<file path="src/rtl/caliptra_apb_arb_pkg.sv">
// Shared types and default sizing for the Caliptra APB round-robin arbiter.
package caliptra_apb_arb_pkg;

   localparam int unsigned DEFAULT_NUM_REQ        = 4;
   localparam int unsigned DEFAULT_TIMEOUT_CYCLES = 256;

   typedef enum logic [1:0] {
      ARB_IDLE   = 2'd0,
      ARB_SETUP  = 2'd1,
      ARB_ACCESS = 2'd2
   } arb_state_e;

endpackage

</file>
<file path="src/rtl/caliptra_rr_picker.sv">
// Combinational round-robin picker: first asserted request at or after i_ptr,
// wrapping modulo NUM_REQ.
module caliptra_rr_picker
   import caliptra_apb_arb_pkg::*;
#(
   parameter int unsigned NUM_REQ = DEFAULT_NUM_REQ
) (
   input  logic [NUM_REQ-1:0]         i_req,
   input  logic [$clog2(NUM_REQ)-1:0] i_ptr,
   output logic [$clog2(NUM_REQ)-1:0] o_idx,
   output logic                       o_valid
);

   localparam int unsigned IDX_W = $clog2(NUM_REQ);

   always_comb begin
      int unsigned k;
      o_idx   = '0;
      o_valid = 1'b0;
      k       = 0;
      for (int unsigned i = 0; i < NUM_REQ; i++) begin
         k = (32'(i_ptr) + i) % NUM_REQ;
         if (!o_valid && i_req[IDX_W'(k)]) begin
            o_valid = 1'b1;
            o_idx   = IDX_W'(k);
         end
      end
   end

endmodule

</file>
<file path="src/rtl/caliptra_apb_rr_arb.sv">
// N-to-1 APB round-robin arbiter. Define CALIPTRA_APB_ARB_TIMEOUT_EN to force
// completion (pslverr=1) after TIMEOUT_CYCLES ACCESS cycles without pready.
module caliptra_apb_rr_arb
   import caliptra_apb_arb_pkg::*;
#(
   parameter int unsigned NUM_REQ        = DEFAULT_NUM_REQ,
   parameter int unsigned APB_ADDR_WIDTH = 32,
   parameter int unsigned APB_DATA_WIDTH = 32,
   parameter int unsigned APB_STRB_WIDTH = 4,
   parameter int unsigned TIMEOUT_CYCLES = DEFAULT_TIMEOUT_CYCLES
) (
   input  logic                                     i_clk,
   input  logic                                     i_resetn,
   input  logic [NUM_REQ-1:0][APB_ADDR_WIDTH-1:0]   i_apb_req_paddr,
   input  logic [NUM_REQ-1:0][2:0]                  i_apb_req_pprot,
   input  logic [NUM_REQ-1:0]                       i_apb_req_psel,
   input  logic [NUM_REQ-1:0]                       i_apb_req_penable,
   input  logic [NUM_REQ-1:0]                       i_apb_req_pwrite,
   input  logic [NUM_REQ-1:0][APB_DATA_WIDTH-1:0]   i_apb_req_pwdata,
   input  logic [NUM_REQ-1:0][APB_STRB_WIDTH-1:0]   i_apb_req_pstrb,
   input  logic [NUM_REQ-1:0][31:0]                 i_apb_req_pauser,
   output logic [NUM_REQ-1:0]                       o_apb_req_pready,
   output logic [NUM_REQ-1:0]                       o_apb_req_pslverr,
   output logic [NUM_REQ-1:0][APB_DATA_WIDTH-1:0]   o_apb_req_prdata,
   output logic [APB_ADDR_WIDTH-1:0]                o_apb_paddr,
   output logic [2:0]                               o_apb_pprot,
   output logic                                     o_apb_psel,
   output logic                                     o_apb_penable,
   output logic                                     o_apb_pwrite,
   output logic [APB_DATA_WIDTH-1:0]                o_apb_pwdata,
   output logic [APB_STRB_WIDTH-1:0]                o_apb_pstrb,
   output logic [31:0]                              o_apb_pauser,
   input  logic                                     i_apb_pready,
   input  logic                                     i_apb_pslverr,
   input  logic [APB_DATA_WIDTH-1:0]                i_apb_prdata,
   output logic [$clog2(NUM_REQ)-1:0]               o_grant_id
);

   localparam int unsigned    IDX_W    = $clog2(NUM_REQ);
   localparam logic [IDX_W-1:0] LAST_IDX = IDX_W'(NUM_REQ - 1);

   if (NUM_REQ < 2 || NUM_REQ > 8 || TIMEOUT_CYCLES < 2) begin : g_bad_params
      $error("caliptra_apb_rr_arb: NUM_REQ must be 2..8 and TIMEOUT_CYCLES >= 2");
   end

   arb_state_e       state_q, state_d;
   logic [IDX_W-1:0] grant_q, grant_d;
   logic [IDX_W-1:0] ptr_q, ptr_d, ptr_next;
   logic [IDX_W-1:0] pick_idx;
   logic             pick_valid;
   logic             active;

   // Requester penable is redundant: the arbiter sequences its own phases.
   logic unused_req_penable;
   assign unused_req_penable = ^i_apb_req_penable;

   caliptra_rr_picker #(
      .NUM_REQ (NUM_REQ)
   ) u_picker (
      .i_req   (i_apb_req_psel),
      .i_ptr   (ptr_q),
      .o_idx   (pick_idx),
      .o_valid (pick_valid)
   );

   assign ptr_next = (grant_q == LAST_IDX) ? '0 : grant_q + IDX_W'(1);

`ifdef CALIPTRA_APB_ARB_TIMEOUT_EN
   localparam int unsigned TO_W = $clog2(TIMEOUT_CYCLES);
   logic [TO_W-1:0] to_cnt_q;
   logic            to_hit;

   assign to_hit = (to_cnt_q == TO_W'(TIMEOUT_CYCLES - 1));

   always_ff @(posedge i_clk or negedge i_resetn) begin
      if (!i_resetn) begin
         to_cnt_q <= '0;
      end else if (state_q == ARB_ACCESS && state_d == ARB_ACCESS) begin
         to_cnt_q <= to_cnt_q + TO_W'(1);
      end else begin
         to_cnt_q <= '0;
      end
   end
`endif

   always_ff @(posedge i_clk or negedge i_resetn) begin
      if (!i_resetn) begin
         state_q <= ARB_IDLE;
         grant_q <= '0;
         ptr_q   <= '0;
      end else begin
         state_q <= state_d;
         grant_q <= grant_d;
         ptr_q   <= ptr_d;
      end
   end

   always_comb begin
      state_d           = state_q;
      grant_d           = grant_q;
      ptr_d             = ptr_q;
      o_apb_psel        = 1'b0;
      o_apb_penable     = 1'b0;
      o_apb_req_pready  = '0;
      o_apb_req_pslverr = '0;
      o_apb_req_prdata  = '0;
      unique case (state_q)
         ARB_IDLE: begin
            if (pick_valid) begin
               grant_d = pick_idx;
               state_d = ARB_SETUP;
            end
         end
         ARB_SETUP: begin
            o_apb_psel = 1'b1;
            state_d    = ARB_ACCESS;
         end
         ARB_ACCESS: begin
            o_apb_psel    = 1'b1;
            o_apb_penable = 1'b1;
            if (i_apb_pready) begin
               o_apb_req_pready[grant_q]  = 1'b1;
               o_apb_req_pslverr[grant_q] = i_apb_pslverr;
               o_apb_req_prdata[grant_q]  = i_apb_prdata;
               ptr_d                      = ptr_next;
               state_d                    = ARB_IDLE;
            end
`ifdef CALIPTRA_APB_ARB_TIMEOUT_EN
            else if (to_hit) begin
               o_apb_psel                 = 1'b0;
               o_apb_penable              = 1'b0;
               o_apb_req_pready[grant_q]  = 1'b1;
               o_apb_req_pslverr[grant_q] = 1'b1;
               ptr_d                      = ptr_next;
               state_d                    = ARB_IDLE;
            end
`endif
         end
         default: state_d = ARB_IDLE;
      endcase
   end

   // Payload follows the grant in SETUP/ACCESS and is held at zero in IDLE.
   assign active       = (state_q != ARB_IDLE);
   assign o_apb_paddr  = active ? i_apb_req_paddr[grant_q]  : '0;
   assign o_apb_pprot  = active ? i_apb_req_pprot[grant_q]  : '0;
   assign o_apb_pwrite = active ? i_apb_req_pwrite[grant_q] : 1'b0;
   assign o_apb_pwdata = active ? i_apb_req_pwdata[grant_q] : '0;
   assign o_apb_pstrb  = active ? i_apb_req_pstrb[grant_q]  : '0;
   assign o_apb_pauser = active ? i_apb_req_pauser[grant_q] : '0;
   assign o_grant_id   = grant_q;

endmodule

</file>
<file path="config.mk">
export PLATFORM = sky130hd
export DESIGN_NAME = caliptra_apb_rr_arb
export DESIGN_NICKNAME = d
export VERILOG_FILES = /design/src/rtl/caliptra_apb_arb_pkg.sv /design/src/rtl/caliptra_rr_picker.sv /design/src/rtl/caliptra_apb_rr_arb.sv
export SDC_FILE = /design/constraint.sdc
export NUM_CORES = 1
export LEC_CHECK = 0
export ABC_CLOCK_PERIOD_IN_PS = 3300
export BUFFER_PORTS_ARGS = -buffer_cell sky130_fd_sc_hd__buf_2
export CAP_MARGIN = 20
export CORE_AREA = 2 2 272 274
export CTS_BUF_LIST = sky130_fd_sc_hd__clkbuf_4 sky130_fd_sc_hd__clkbuf_8
export DETAILED_ROUTE_END_ITERATION = 10
export DIE_AREA = 0 0 274 276
export GPL_TIMING_DRIVEN = 0
export MAX_ROUTING_LAYER = met4
export SLEW_MARGIN = 20
export SYNTH_ARGS = -nofsm -noshare
export SYNTH_HDL_FRONTEND = slang
export SYNTH_SLANG_ARGS = --single-unit
</file>
<file path="constraint.sdc">
create_clock -name i_clk -period 3.3 [get_ports i_clk]
set_input_delay 0.165 -clock i_clk [delete_from_list [all_inputs] [get_ports i_clk]]
set_output_delay 0.165 -clock i_clk [all_outputs]
set_load 0.005 [all_outputs]
</file>
# Yosys cells after proc, flatten, opt, wreduce, memory -nomap -nowiden

Index checks and enable logic that the tools add are counted.

Add/sub/neg operators: 4
$lt $le $gt $ge: 6
Equality and inequality tests: 5
Multiplexer cells: 50
Bitwise gates (word level): 2
Reduce and logical (&&, ||, !) cells: 13

Operators by type and width:

| kind                  | count |
|---|---|
| $mux W128             | 2 |
| $mux W32              | 7 |
| $bmux W32 S2          | 3 |
| $and A128 B128 Y128   | 1 |
| $demux W32 S2         | 1 |
| $mux W4               | 6 |
| $lt A2 B3 Y1 const B  | 5 |
| $mux W2               | 7 |
| $mux W1               | 13 |
| $bmux W1 S2           | 5 |
| $bmux W4 S2           | 1 |
| $bmux W3 S2           | 1 |
| $mux W3               | 2 |
| $pmux W2 S3           | 1 |
| $reduce_and A2 Y1     | 3 |
| $add A2 B1 Y2 const B | 2 |
| $add A2 B2 Y2 const B | 2 |
| $and A4 B4 Y4         | 1 |
| $eq A2 B2 Y1 const B  | 2 |
| $logic_and A1 B1 Y1   | 4 |
| $ne A2 B2 Y1 const B  | 2 |
| $logic_not A1 Y1      | 3 |
| $demux W1 S2          | 1 |
| $eq A2 B1 Y1 const B  | 1 |
| 4 further kinds       | 4 |

Bits in registers: 6
Input bits: 460
Output and inout port bits: 244
Logic and storage cells: 83

# Logic depth before layout (Yosys ltp)

Depth after elaboration: 14
Gate-level depth with buffers: 9
Depth with buffers taken out: 6

# Hierarchy

Synthesis repeated with hierarchy kept, for this count alone.

Cell total of the unflattened synthesis: 557
Area total of the unflattened synthesis: 4568.1 um^2

Modules (own cells, without submodules):

| module              | instances | cells each | area each (um^2) | sequential area each (um^2) |
|---|---|---|---|---|
| caliptra_apb_rr_arb | 1         | 542        | 4490.6           | 150.1 |
| caliptra_rr_picker  | 1         | 15         | 77.6             | 0.0 |

# Worst setup path before layout

OpenSTA, ideal clock, no wires.

Path kind: register to output
Start: reg grant_q[1], in the netlist o_grant_id[1]
End: out o_apb_req_prdata[55] (netlist name)
Data arrival time: 1.816 ns
Data required time: 3.135 ns
Setup slack: 1.319 ns
Stages on the path, launching flop included: 10
Buffers on the path: 5
Path through: dfrtp_1 > buf_2 > buf_2 > buf_2 > inv_1 > ha_1 > and3_1 > clkbuf_1 > clkbuf_1 > and2_1

RTL lines:

| element                | line                      | RTL |
|---|---|---|
| start, declared        | caliptra_apb_rr_arb.sv:47 | `logic [IDX_W-1:0] grant_q, grant_d;` |
| start signal, assigned | caliptra_apb_rr_arb.sv:93 | `grant_q <= grant_d;` |
| end, declared          | caliptra_apb_rr_arb.sv:24 | `output logic [NUM_REQ-1:0][APB_DATA_WIDTH-1:0] o_apb_req_prdata,` |

==> reports/summary.md <==
For the count of different cell masters after synthesis, the log shows 26. When the netlist entered floorplanning its net count stood at 912. Overall die height: 276 um. The logs give 75600 um^2 for the total die area and 6.26% for the initial cell density of the core.

After detailed routing, the number of remaining DRC violations is 0. After layout, the worst path uses 87.6% of the clock period. The detailed-route wire length per cell was 16.5 um; the x dimension of the die was 274 um. In the routed layout, each cell is associated on average with a via count of 3.20. The tightest min-delay check is of the input port to flop type.

Count of final hold-check violations: 0. The final total negative setup slack was 0 ns; the flip-flop and latch count after synthesis was 6. The maximum achievable frequency was 0.346 GHz. The top-level I/O count was 704.

Number of buffers added on ports: 699. The number of antenna violations at the first check in global routing is 13. The logs give 0 for the count of final max-slew check failures and 444 for the count of mapped cells out of synthesis. The number of CTS-inserted buffers was 3; the number of sinks handled by clock tree synthesis was 6. The kind of critical path is flop to primary output. For the routed via count, the log shows 6766. The maximum VDD drop is 312 uV, and the relative slew slack is 44.6%.

The logs give 0 for the number of nets still failing antenna checks after routing and 0.22 ns for the insertion delay of the later-clocked pin in the worst-skew pair. The count of max-cap constraint violations is 0, and the violation count after the first detailed-route iteration is 300. The floorplan has 99 rows.

Entering global routing, the biggest net connects 11 pins. The routability congestion estimate from global placement was 0.950; the cell area reported after detailed placement was 9240 um^2. Setup slack on the worst reg-to-reg path comes out at 1.08 ns.

Across every metal layer, demand over resource in global routing totals 8.79%. The transition at the pin with the smallest max-transition slack came out at 0.831 ns. The clock root buffer is sky130_fd_sc_hd__clkbuf_8.

The synthesized area per cell was 10.2 um^2; the sequential share of the synthesized area was 3.30%. The layout has 8394 filler cells. The finished cells cover 9320 um^2. Counting along the longest clock path gives a buffer depth of 2. For this run the aggregate overflow at the end of global routing stands at 0. The first detailed-routing pass ran for 4 iterations.

The post-route netlist has 72.2% of its cells at a drive strength greater than 1. Along the worst path, the maximum fanout reaches 16. The logs give 1616 for the total number of nets in the final design and 34.9 mm for the routed wire length. The final non-filler cell total came out at 2112. After clock tree synthesis, the clock-pin slew on the worst setup and hold paths is 0.04 ns. The number of global-route vias before repair is 7016, and the synthesis warning total is 0. Cell with the largest stage delay on the worst path: sky130_fd_sc_hd__dfrtp_1.

STA classifies the critical path startpoint as a flop. The final HPWL from detailed placement was 30.9 mm; the wire length of the first global-routing pass was 46.4 mm. For the number of cells after detailed placement, the log shows 2102. The clock tree skew after final layout was 0.00200 ns. TritonCTS built the clock tree. Placeable core area: 72600 um^2. The cell area that synthesis handed to floorplanning was 4540 um^2. The power density of the placed cells is 534 nW/um^2.

In this run the static leakage power is 4.69 nW. At the worst endpoint, the arrival time is 2.73 ns. The cell that appears most often on the critical path is sky130_fd_sc_hd__clkbuf_1. The category of the worst setup path capture point was a primary output.

From synthesis to final layout, the design area changed by 105%. The delay contributed by the slowest stage of the critical path was 0.43 ns; the data required time of the critical path was 3.13 ns. The run finished with clean final reports. The power consumption came out at 4.97 mW. The run gives 12.8% as the final standard cell utilization of the core. For the number of levels the H-tree was split into, the log shows 1. Setup violations remaining at the end of the flow were counted as 0. The signal on the critical path passes through buf_4 -> clkbuf_4 -> inv_1 -> ha_1 -> and3_1 -> clkbuf_1 -> clkbuf_1 -> and2_1 -> buf_2. The library cell used most frequently in the layout, excluding fill and tap cells, is sky130_fd_sc_hd__buf_2. The final critical delay including setup and external delays came out at 2.89 ns. In the layout the commonest cells are 709 x sky130_fd_sc_hd__buf_2, 132 x sky130_fd_sc_hd__and2_1, 107 x sky130_fd_sc_hd__nor2b_1.

Setup repair after global routing left no endpoint under its margin. Post-CTS timing repair inserted 0 buffers for setup.
[cell usage after synthesis]
master,n,share of area (%)
sky130_fd_sc_hd__nor2b_1,107,15
sky130_fd_sc_hd__and3_1,4,0.55
sky130_fd_sc_hd__o41ai_1,1,0.19
sky130_fd_sc_hd__a21oi_1,3,0.33
sky130_fd_sc_hd__mux2_2,1,0.25
sky130_fd_sc_hd__buf_4,1,0.17
sky130_fd_sc_hd__o21ai_0,3,0.33
sky130_fd_sc_hd__and2_1,132,18
sky130_fd_sc_hd__nand3b_1,1,0.17
sky130_fd_sc_hd__nand2_1,6,0.50
sky130_fd_sc_hd__o2bb2ai_1,1,0.19
sky130_fd_sc_hd__nand2b_1,3,0.41
sky130_fd_sc_hd__a22o_1,1,0.19
sky130_fd_sc_hd__mux4_2,104,52
sky130_fd_sc_hd__inv_1,4,0.33
sky130_fd_sc_hd__dfrtp_1,6,3.3
sky130_fd_sc_hd__mux2i_1,1,0.22
sky130_fd_sc_hd__o31ai_1,1,0.17
sky130_fd_sc_hd__o311ai_0,1,0.19
sky130_fd_sc_hd__buf_6,5,1.2
sky130_fd_sc_hd__nor2_1,3,0.25
sky130_fd_sc_hd__buf_2,13,1.4
sky130_fd_sc_hd__clkbuf_1,32,2.6
sky130_fd_sc_hd__nor4_1,1,0.14
sky130_fd_sc_hd__o21a_1,1,0.17
sky130_fd_sc_hd__ha_1,8,2.2
[stage by stage]
stage          setup slack (ns)  hold slack [ns]
6_report                  0.409            0.311
4_1_cts                  0.0384            0.313
5_1_grt                  0.0951            0.324
2_1_floorplan              1.32           -0.131
3_5_place_dp             0.0984           0.0102
3_3_place_gp             0.0645          0.00400
[worst max-delay path, delay by kind of cell (launching register included)]
| family | cells | cell delay [ns] |
|---|---|---|
| buffers and inverters | 6 | 1.51 |
| flip-flops | 1 | 0.43 |
| AND/OR/NAND/NOR | 2 | 0.38 |
| adder cells (fa/ha/maj) | 1 | 0.14 |
[final timing paths]
check                                               start                        end  cells past startpoint
min in group asynchronous                        i_resetn     state_q[1]$_DFFE_PN0P_                      2
worst min-delay path                    i_apb_req_psel[3]  o_grant_id[0]$_DFFE_PN0P_                      3
max in group asynchronous                        i_resetn       ptr_q[1]$_DFFE_PN0P_                      2
worst max-delay path            o_grant_id[1]$_DFFE_PN0P_       o_apb_req_prdata[15]                      9
worst min register to register       ptr_q[0]$_DFFE_PN0P_       ptr_q[0]$_DFFE_PN0P_                      2
worst max register to register     state_q[0]$_DFFE_PN0P_     state_q[1]$_DFFE_PN0P_                      6
[state kept, by name (all words and copies together), names as in the netlist]
register / flops
state_q: 2
ptr_q: 2
o_grant_id: 2
[cell type report]
cell class,instances,area [um^2],area share [%]
inverters,4,15.0,0.161
well taps,959,1200,12.9
clock buffers,3,41.3,0.443
plain buffers,50,250,2.69
multi-input cells,383,4130,44.4
repair buffers,700,3510,37.7
flip-flops and latches,6,150,1.61
diodes,7,17.5,0.188
[report_power, final]
group	total, mW	internal, mW	leakage, nW	switching (mW)
combinational	4.71	2.40	4.59	2.31
clock	0.109	0.0783	0.0216	0.0311
sequential	0.152	0.110	0.0744	0.0420
total	4.97	2.59	4.69	2.38
[timing repair]
item / 4_1_cts / 5_1_grt
resized for setup: 2 / 1
setup endpoints to repair: 70 / 30
hold endpoints to repair: 6 / 0
hold buffers: 1 / 0
[layer usage]
layer | global-route usage, % | vias to the layer above | part of all wire, %
li1 | - | 3045 | -
met1 | 8.62 | 3095 | 35
met2 | 16.0 | 556 | 50
met3 | 2.27 | 70 | 9.6
met4 | 4.21 | 0 | 5.4
met5 | - | - | 0
[cell families (layout without fill, tap and decap cells)]
logic type               count (synthesis)  count (layout)  synth area share [%]
adder cells (fa/ha/maj)                  8               8                  2.20
flip-flops                               6               6                  3.30
other                                    0               7                     0
AND/OR/NAND/NOR                        257             257                  34.9
buffers and inverters                   55             757                  5.81
multiplexers                           106             106                  52.0
AO/OA/AOI/OAI                           12              12                  1.76
(Power assumes the default switching activity.)
